[src/rtl/data_bridge_pkg.sv]
// Shared constants and helpers for the CPU data-port bridge.
// Register offsets are byte offsets within the configuration window.
package data_bridge_pkg;

    localparam logic [31:0] CONF_BASE_DEFAULT = 32'h1FAF_0000;

    localparam logic [15:0] OFF_LED     = 16'h0000;
    localparam logic [15:0] OFF_SWITCH  = 16'h0004;
    localparam logic [15:0] OFF_TIMER   = 16'h0008;
    localparam logic [15:0] OFF_COMPARE = 16'h000C;
    localparam logic [15:0] OFF_STATUS  = 16'h0010;
    localparam logic [15:0] OFF_SCRATCH = 16'h0014;

    // Replace the bytes of old_word whose enable bit is set with new_word's bytes.
    function automatic logic [31:0] byte_merge(input logic [31:0] old_word,
                                               input logic [31:0] new_word,
                                               input logic [3:0]  wen);
        logic [31:0] merged;
        merged = old_word;
        for (int unsigned i = 0; i < 4; i++) begin
            if (wen[i]) merged[8*i +: 8] = new_word[8*i +: 8];
        end
        return merged;
    endfunction

endpackage

[src/rtl/data_bridge_conf_regs.sv]
// Configuration register window: LED, switch, free-running timer with
// compare/match flag, scratch, and a registered read mux (1-cycle latency).
module conf_regs
    import data_bridge_pkg::*;
#(
    parameter int unsigned LED_W = 16,
    parameter int unsigned SW_W  = 8
) (
    input  logic              clk,
    input  logic              rst,
    input  logic              hit,
    input  logic [3:0]        wen,
    input  logic [13:0]       word_off,
    input  logic [31:0]       wdata,
    input  logic [SW_W-1:0]   switch_in,
    output logic [LED_W-1:0]  led_out,
    output logic              timer_irq,
    output logic [31:0]       rdata
);

    logic [LED_W-1:0] led_q;
    logic [31:0]      timer_q;
    logic [31:0]      compare_q;
    logic [31:0]      scratch_q;
    logic             flag_q;
    logic [31:0]      rdata_q;

    logic             wr;
    logic             is_led, is_timer, is_compare, is_status, is_scratch;
    logic             flag_clr;
    logic [31:0]      led_ext;
    logic [31:0]      sw_ext;
    logic [31:0]      read_val;

    assign wr         = hit & (wen != 4'b0000);
    assign is_led     = (word_off == OFF_LED[15:2]);
    assign is_timer   = (word_off == OFF_TIMER[15:2]);
    assign is_compare = (word_off == OFF_COMPARE[15:2]);
    assign is_status  = (word_off == OFF_STATUS[15:2]);
    assign is_scratch = (word_off == OFF_SCRATCH[15:2]);
    assign flag_clr   = wr & is_status & wen[0] & wdata[0];

    // Zero-extend the narrow LED and switch fields to a 32-bit read word
    always_comb begin
        led_ext = '0;
        led_ext[LED_W-1:0] = led_q;
        sw_ext = '0;
        sw_ext[SW_W-1:0] = switch_in;
    end

    // Read mux over current register values; unmapped offsets read zero
    always_comb begin
        read_val = '0;
        case (word_off)
            OFF_LED[15:2]:     read_val = led_ext;
            OFF_SWITCH[15:2]:  read_val = sw_ext;
            OFF_TIMER[15:2]:   read_val = timer_q;
            OFF_COMPARE[15:2]: read_val = compare_q;
            OFF_STATUS[15:2]:  read_val = {31'b0, flag_q};
            OFF_SCRATCH[15:2]: read_val = scratch_q;
            default:           read_val = '0;
        endcase
    end

    // LED register with per-byte write enables
    always_ff @(posedge clk) begin
        if (rst) begin
            led_q <= '0;
        end else if (wr && is_led) begin
            for (int unsigned i = 0; i < LED_W; i++) begin
                if (wen[i/8]) led_q[i] <= wdata[i];
            end
        end
    end

    // Free-running timer; a CPU write replaces that cycle's increment
    always_ff @(posedge clk) begin
        if (rst) begin
            timer_q <= '0;
        end else if (wr && is_timer) begin
            timer_q <= byte_merge(timer_q, wdata, wen);
        end else begin
            timer_q <= timer_q + 32'd1;
        end
    end

    // Compare and scratch registers
    always_ff @(posedge clk) begin
        if (rst) begin
            compare_q <= '1;
            scratch_q <= '0;
        end else begin
            if (wr && is_compare) compare_q <= byte_merge(compare_q, wdata, wen);
            if (wr && is_scratch) scratch_q <= byte_merge(scratch_q, wdata, wen);
        end
    end

    // Match flag: set on pre-update equality, set beats write-1-to-clear
    always_ff @(posedge clk) begin
        if (rst) begin
            flag_q <= 1'b0;
        end else begin
            flag_q <= (timer_q == compare_q) | (flag_q & ~flag_clr);
        end
    end

    // Capture read data in the request cycle
    always_ff @(posedge clk) begin
        if (rst) begin
            rdata_q <= '0;
        end else if (hit) begin
            rdata_q <= read_val;
        end
    end

    assign led_out   = led_q;
    assign timer_irq = flag_q;
    assign rdata     = rdata_q;

endmodule

[src/rtl/data_bridge.sv]
// CPU data-port bridge: routes each access to data_ram or the on-chip
// configuration window, presenting a uniform 1-cycle-latency slave.
// Optional macro DATA_BRIDGE_KSEG_XLAT_EN clears addr[31:29] for kseg0/kseg1
// addresses before decode and RAM routing.
module data_bridge
    import data_bridge_pkg::*;
#(
    parameter logic [31:0] CONF_BASE = CONF_BASE_DEFAULT,
    parameter int unsigned LED_W     = 16,
    parameter int unsigned SW_W      = 8
) (
    input  logic              clk,
    input  logic              rst,
    input  logic              cpu_data_en,
    input  logic [3:0]        cpu_data_wen,
    input  logic [31:0]       cpu_data_addr,
    input  logic [31:0]       cpu_data_wdata,
    output logic [31:0]       cpu_data_rdata,
    output logic              ram_en,
    output logic [3:0]        ram_wen,
    output logic [31:0]       ram_addr,
    output logic [31:0]       ram_wdata,
    input  logic [31:0]       ram_rdata,
    input  logic [SW_W-1:0]   switch_in,
    output logic [LED_W-1:0]  led_out,
    output logic              timer_irq
);

    logic [31:0] addr_x;
    logic        conf_hit;
    logic        ram_hit;
    logic        sel_q;
    logic [31:0] conf_rdata_q;

    // Address seen by decode and RAM (optionally kseg-translated)
    always_comb begin
        addr_x = cpu_data_addr;
`ifdef DATA_BRIDGE_KSEG_XLAT_EN
        if (cpu_data_addr[31:30] == 2'b10) addr_x[31:29] = 3'b000;
`endif
    end

    assign conf_hit = cpu_data_en & (addr_x[31:16] == CONF_BASE[31:16]);
    assign ram_hit  = cpu_data_en & ~conf_hit;

    assign ram_en    = ram_hit;
    assign ram_wen   = ram_hit ? cpu_data_wen : 4'b0000;
    assign ram_addr  = addr_x;
    assign ram_wdata = cpu_data_wdata;

    // Remember whether the previous cycle was a configuration read
    always_ff @(posedge clk) begin
        if (rst) begin
            sel_q <= 1'b0;
        end else begin
            sel_q <= conf_hit & (cpu_data_wen == 4'b0000);
        end
    end

    assign cpu_data_rdata = sel_q ? conf_rdata_q : ram_rdata;

    conf_regs #(
        .LED_W (LED_W),
        .SW_W  (SW_W)
    ) u_conf_regs (
        .clk       (clk),
        .rst       (rst),
        .hit       (conf_hit),
        .wen       (cpu_data_wen),
        .word_off  (addr_x[15:2]),
        .wdata     (cpu_data_wdata),
        .switch_in (switch_in),
        .led_out   (led_out),
        .timer_irq (timer_irq),
        .rdata     (conf_rdata_q)
    );

endmodule

[config.mk]
export PLATFORM = sky130hd
export DESIGN_NAME = data_bridge
export DESIGN_NICKNAME = d
export VERILOG_FILES = /design/src/rtl/data_bridge_pkg.sv /design/src/rtl/data_bridge_conf_regs.sv /design/src/rtl/data_bridge.sv
export SDC_FILE = /design/constraint.sdc
export NUM_CORES = 1
export LEC_CHECK = 0
export BUFFER_PORTS_ARGS = -buffer_cell sky130_fd_sc_hd__buf_2
export CORE_MARGIN = 2
export CORE_UTILIZATION = 53
export DETAILED_ROUTE_END_ITERATION = 6
export GPL_ROUTABILITY_DRIVEN = 0
export PLACE_DENSITY_LB_ADDON = 0.2
export SYNTH_ARGS = -nofsm -noshare
export SYNTH_HDL_FRONTEND = slang
export SYNTH_SLANG_ARGS = --single-unit
[constraint.sdc]
create_clock -name clk -period 2.85 [get_ports clk]
set_input_delay 0 -clock clk [delete_from_list [all_inputs] [get_ports clk]]
set_output_delay 0 -clock clk [all_outputs]
set_load 0.005 [all_outputs]
==> metrics.yaml, run 1 <==
power:
  p_leak_uw: 0.004258
  power.density_mw_per_mm2: 475.8
  peakVddDrop_v: 0.0003989
worst_setup_path:
  cp-end-kind: "flop"
  crit_fanout: 9
  cp-start-kind: "flop"
  cp.arrival_ns: 2.86
  crit_type: "reg2reg"
  startpoint: "u_conf_regs.timer_q[4]"
  crit-reg2reg-launch: "u_conf_regs.timer_q[4]"
  cp.required_ns: 3.20
placed_design:
  hpwl_um: 17220
  placed_area_mm2: 0.008917
  pre_cts_ws_ns: 0.4018
  portBuffers: 224
  dp_cells: 1252
synthesis:
  syn_inst: 952
  synth_common_cells: "146 x dfxtp_1, 134 x nand2_1, 71 x nor2_1, 67 x buf_4, 59 x mux2i_1"
  synth_area_mm2: 0.008143
  seq_area_frac_synth_pct: 35.89
  ys.warnings.count: 0
  yosysTopAreaCell: "dfxtp_1"
  synth_cell_types: 60
  synth_edf_count: 0
  synth_nets: 1064
  synth.area.top_cells: "dfxtp_1 36%, mux2i_1 7.3%, buf_4 6.2%"
  synth.top_cell.area_share_pct: 35.89
  avgSynthCellArea_um2: 8.553
  synth_most_common_cell: "dfxtp_1"
  synth_seq_cells: 146
  async_flop_share_pct: 0
  synth_flop_cell: "dfxtp_1"
timing:
  hold_viol: 0
  final.setup.worst_slack_ns: 0.3449
  rsz0062_at_grt: "false"
  min_period_ns: 2.505
  slew_headroom_pct: 49.38
  finalClockSkew_ns: 0.005185
  fmax_ghz: 0.3992
  setup_viol: 0
  tightest_slew_ns: 0.7578
  min_period_over_period_pct: 87.90
  maxSlewViolCount: 0
  timing.setup.tns_ns: 0
clocking:
  ctsHoldBuffers: 34
  post-cts-setup-buffers: 0
  path_clk_slew_ns: 0.06
  clkLatencyLatePin_ns: 0.43
  cts_tree: "yes"
  clock_path_buffers: 2
  post_cts_resized: 0
  htreeDepth: 4
  root_buffer: "clkbuf_16"
  cts.sinks: 146
  numCtsBuffers: 17
hold_path:
  hold_class: "in2out"
  hp-start: "cpu_data_addr[1]"
floorplanning:
  die_area_mm2: 0.01637
  io_pins: 229
  num_rows: 45
  coreArea_mm2: 0.01509
  die_w_um: 128.0
  start_util_pct: 53.96
  chipHeight_um: 128.0
cells_and_area:
  layout-drive-gt1-share_pct: 29.65
  finish.net_count: 1229
  stdcell_area_mm2: 0.009842
  diodes: 0
  syn2layout_area_growth_pct: 20.87
  instances_no_fill: 1318
global_route:
  grt_pass1_vias: 7147
  antenna_found_initial: 0
  grt_usage_pct: 29.54
  grt_max_degree: 96
  grt_overflow: 0
  grt_pass1_wl_um: 38140
job:
  drv_cap: 0
detailed_routing:
  dr_total_vias: 7914
  post_drt_via_cell_ratio: 6.005
  avgRoutedWirePerCell_um: 18.67
  totalWireLength_um: 24610
  dr.first_iter.drc_count: 991
  antenna_left: 0
  firstDrtPassIters: 6
  drc: 0
run_status:
  status: "completed"
## state kept, by name, indices dropped and copies added (netlist names)
name	count
u_conf_regs.led_out	16
u_conf_regs.compare_q	32
u_conf_regs.timer_q	32
sel_q	1
u_conf_regs.scratch_q	32
u_conf_regs.timer_irq	1
u_conf_regs.rdata	32
## area by class of cell
type | count | area, um2
clock buffers | 21 | 460.4
clock inverters | 11 | 123.9
inverters | 3 | 11.26
well taps | 188 | 235.2
fillers | 1325 | 5248
repair buffers | 285 | 1692
flip-flops and latches | 146 | 2923
multi-input cells | 664 | 4397
## metrics by stage
| step | power, uW | utilization (%) | hold slack [ns] |
|---|---|---|---|
| floorplan | 2312 | - | 0.08082 |
| global placement | 2451 | 59.10 | 0.00006013 |
| detailed placement | 2455 | 59.10 | 0.00006013 |
| CTS | 4696 | 65.22 | 0.00006013 |
| global route | 4818 | 65.22 | 0.000007957 |
| finish | 4683 | 65.22 | 0.000002264 |
## logic make-up (layout without fill, tap and decap cells)
group | count (synthesis) | after routing | synth area share, %
flops | 146 | 146 | 35.89
compound gates | 187 | 187 | 15.98
xor+xnor | 39 | 39 | 4.195
fa+ha+maj | 1 | 1 | 0.1536
mux | 93 | 93 | 12.09
buf+inv | 142 | 320 | 10.11
simple gates | 344 | 344 | 21.57
## routing by layer
metal / track usage (%) / up-vias / wire length [um]
met2: 46.74 / 451 / 11050
met3: 6.594 / 50 / 2369
met1: 40.14 / 3680 / 10630
li1: - / 3733 / -
met5: 0 / - / 0
met4: 9.696 / 0 / 554
## worst paths after layout
| kind | to | slack, ns | cells after the start |
|---|---|---|---|
| min reg2reg | u_conf_regs.rdata[22] | 0.45 | 2 |
| max | u_conf_regs.timer_q[31] | 0.34 | 6 |
| min | ram_addr[1] | 0.000002 | 0 |
| max reg2reg | u_conf_regs.timer_q[31] | 0.34 | 6 |
## cells in the final DEF, fill, tap and decap left out, types with 4 or more instances in the layout
master	n
a211o_1	6
a21oi_1	17
a221oi_1	4
a222oi_1	23
a22o_1	6
a22oi_1	11
a2bb2oi_1	7
a31oi_1	48
and2_1	12
and4_1	4
buf_2	223
buf_4	26
clkbuf_16	17
dfxtp_1	146
dlygate4sd3_1	34
mux2_2	33
mux2i_1	59
nand2_1	134
nand3_1	27
nand3_2	4
nand4_1	17
nor2_1	71
nor3_1	17
nor4_1	9
o211ai_1	11
o21ai_0	46
or3_1	12
xnor2_1	35
xor2_1	4
## critical path, stage by stage, from the launching register on
cell and delay, ns:
dfxtp_1 0.49, and4_1 0.36, nand4_2 0.19, or3_1 0.44, a2111o_1 0.42, or3_1 0.36, a31oi_1 0.17
## where the power goes
group / total [uW] / internal (uW) / switching [uW]
Clock: 2230 / 1340 / 896
Combinational: 397 / 192 / 205
Sequential: 2050 / 2040 / 7.92
Total: 4680 / 3570 / 1110
Power figures use the tool's default switching activity.
==> inputs of run 2 (changes only) <==
PLACE_DENSITY = 0.83   (was default)
PLACE_DENSITY_LB_ADDON = default   (was 0.2)
SKIP_LAST_GASP = 1   (was default)
TNS_END_PERCENT = 50   (was default)
==> run 2 against run 1 <==
The run now ends with DRC left. Critical path depth rose by 1. Worst setup slack got worse by 0.013 ns. Fmax fell by 0.53%. Design area rose by 0.78%. Largest power group unchanged. Highest routed layer unchanged.
==> metrics.yaml, run 2 (synthesis gave the netlist of run 1 again) <==
run_status:
  status: "complete, but fails checks"
  violations: "DRC"
detailed_routing:
  firstDrtPassIters: 7
  totalWireLength_um: 25480
  post_drt_via_cell_ratio: 6.216
  avgRoutedWirePerCell_um: 19.27
  dr.first_iter.drc_count: 1272
  dr_total_vias: 8218
  drc: 1
  antenna_left: 0
clocking:
  clkLatencyLatePin_ns: 0.43
  path_clk_slew_ns: 0.06
  clock_path_buffers: 2
  numCtsBuffers: 17
  post_cts_resized: 0
  ctsHoldBuffers: 33
  post-cts-setup-buffers: 0
  cts_tree: "yes"
  cts.sinks: 146
  root_buffer: "clkbuf_16"
  htreeDepth: 4
worst_setup_path:
  cp-end-kind: "flop"
  cp-start-kind: "flop"
  crit_fanout: 8
  path_buf_inv: 0
  cp.required_ns: 3.20
  cp.arrival_ns: 2.86
  crit_type: "reg2reg"
  cpPeakStageDelay_ns: 0.49
  cp_slowest_cell: "dfxtp_1"
  crit_chain: "ha_1 -> nand3_1 -> nand2b_1 -> nor4_1 -> o2111ai_1 -> or3_1 -> a31oi_1"
  crit_family: "simple AND/OR/NAND/NOR gates"
floorplanning:
  num_rows: 45
  start_util_pct: 53.96
  die_area_mm2: 0.01637
  die_w_um: 128.0
  coreArea_mm2: 0.01509
  io_pins: 229
  chipHeight_um: 128.0
timing:
  finalClockSkew_ns: 0.006750
  timing.setup.tns_ns: 0
  fmax_ghz: 0.3971
  maxSlewViolCount: 0
  min_period_ns: 2.518
  setup_viol: 0
  min_period_over_period_pct: 88.37
  hold_viol: 0
  tightest_slew_ns: 0.6975
  slew_headroom_pct: 53.40
  rsz0062_at_grt: "false"
global_route:
  antenna_found_initial: 1
  grt_pass1_vias: 7402
  grt_overflow: 0
  grt_max_degree: 48
  grt_pass1_wl_um: 39120
  grt_usage_pct: 30.23
cells_and_area:
  layout-drive-gt1-share_pct: 30.10
  finish.net_count: 1234
  register_area_mm2: 0.002923
  stdcell_area_mm2: 0.009918
  fill_cells: 1186
  final_common_cell: "buf_2"
  instances_no_fill: 1322
  multi_input_area_mm2: 0.004397
  syn2layout_area_growth_pct: 21.80
  final_cell_mix: "223 x buf_2, 146 x dfxtp_1, 134 x nand2_1"
power:
  peakVddDrop_v: 0.0004077
  power_uw: 4898
  power.density_mw_per_mm2: 493.8
  p_leak_uw: 0.004304
placed_design:
  portBuffers: 224
  hpwl_um: 17960
  dp_cells: 1258
  placed_area_mm2: 0.008950
hold_path:
  hold_class: "in2out"
job:
  drv_cap: 0
==> run 2: final timing paths <==
path	from	endpoint	slack, ns	cells past startpoint
max	u_conf_regs.timer_q[0]	u_conf_regs.timer_q[30]	0.33	7
min	cpu_data_addr[1]	ram_addr[1]	0.00001	0
max reg2reg	u_conf_regs.timer_q[0]	u_conf_regs.timer_q[30]	0.33	7
min reg2reg	u_conf_regs.rdata[22]	u_conf_regs.rdata[22]	0.45	2
==> run 2: where the power goes <==
part	switching [uW]	internal [uW]
sequential	7.75	2040
combinational	211	191
clock	897	1550
==> run 2: metal layers <==
layer | GRT usage (%) | routed length, um | up-vias
met5 | 0 | 0 | -
met4 | 13.19 | 929 | 0
met3 | 5.927 | 2766 | 87
met2 | 48.38 | 11550 | 586
met1 | 39.80 | 10230 | 3813
li1 | - | - | 3732
==> run 2: through the flow <==
step,worst slack (ns),hold WS [ns],utilization (%)
CTS,0.3910,0.00003458,65.71
global placement,0.4673,0.00003458,59.31
detailed placement,0.4148,0.00003458,59.31
floorplan,0.6581,0.08082,-
global route,0.1656,0.00001419,65.71
finish,0.3316,0.00001020,65.73
==> run 2: cell type report <==
class / count / area share, %
antenna: 1 / 0.02523
clock inverter: 13 / 2.119
clock buffer: 17 / 4.289
multi-input combinational: 664 / 44.33
inverter: 3 / 0.1135
sequential: 146 / 29.47
timing repair buffer: 290 / 17.28
tap: 188 / 2.372
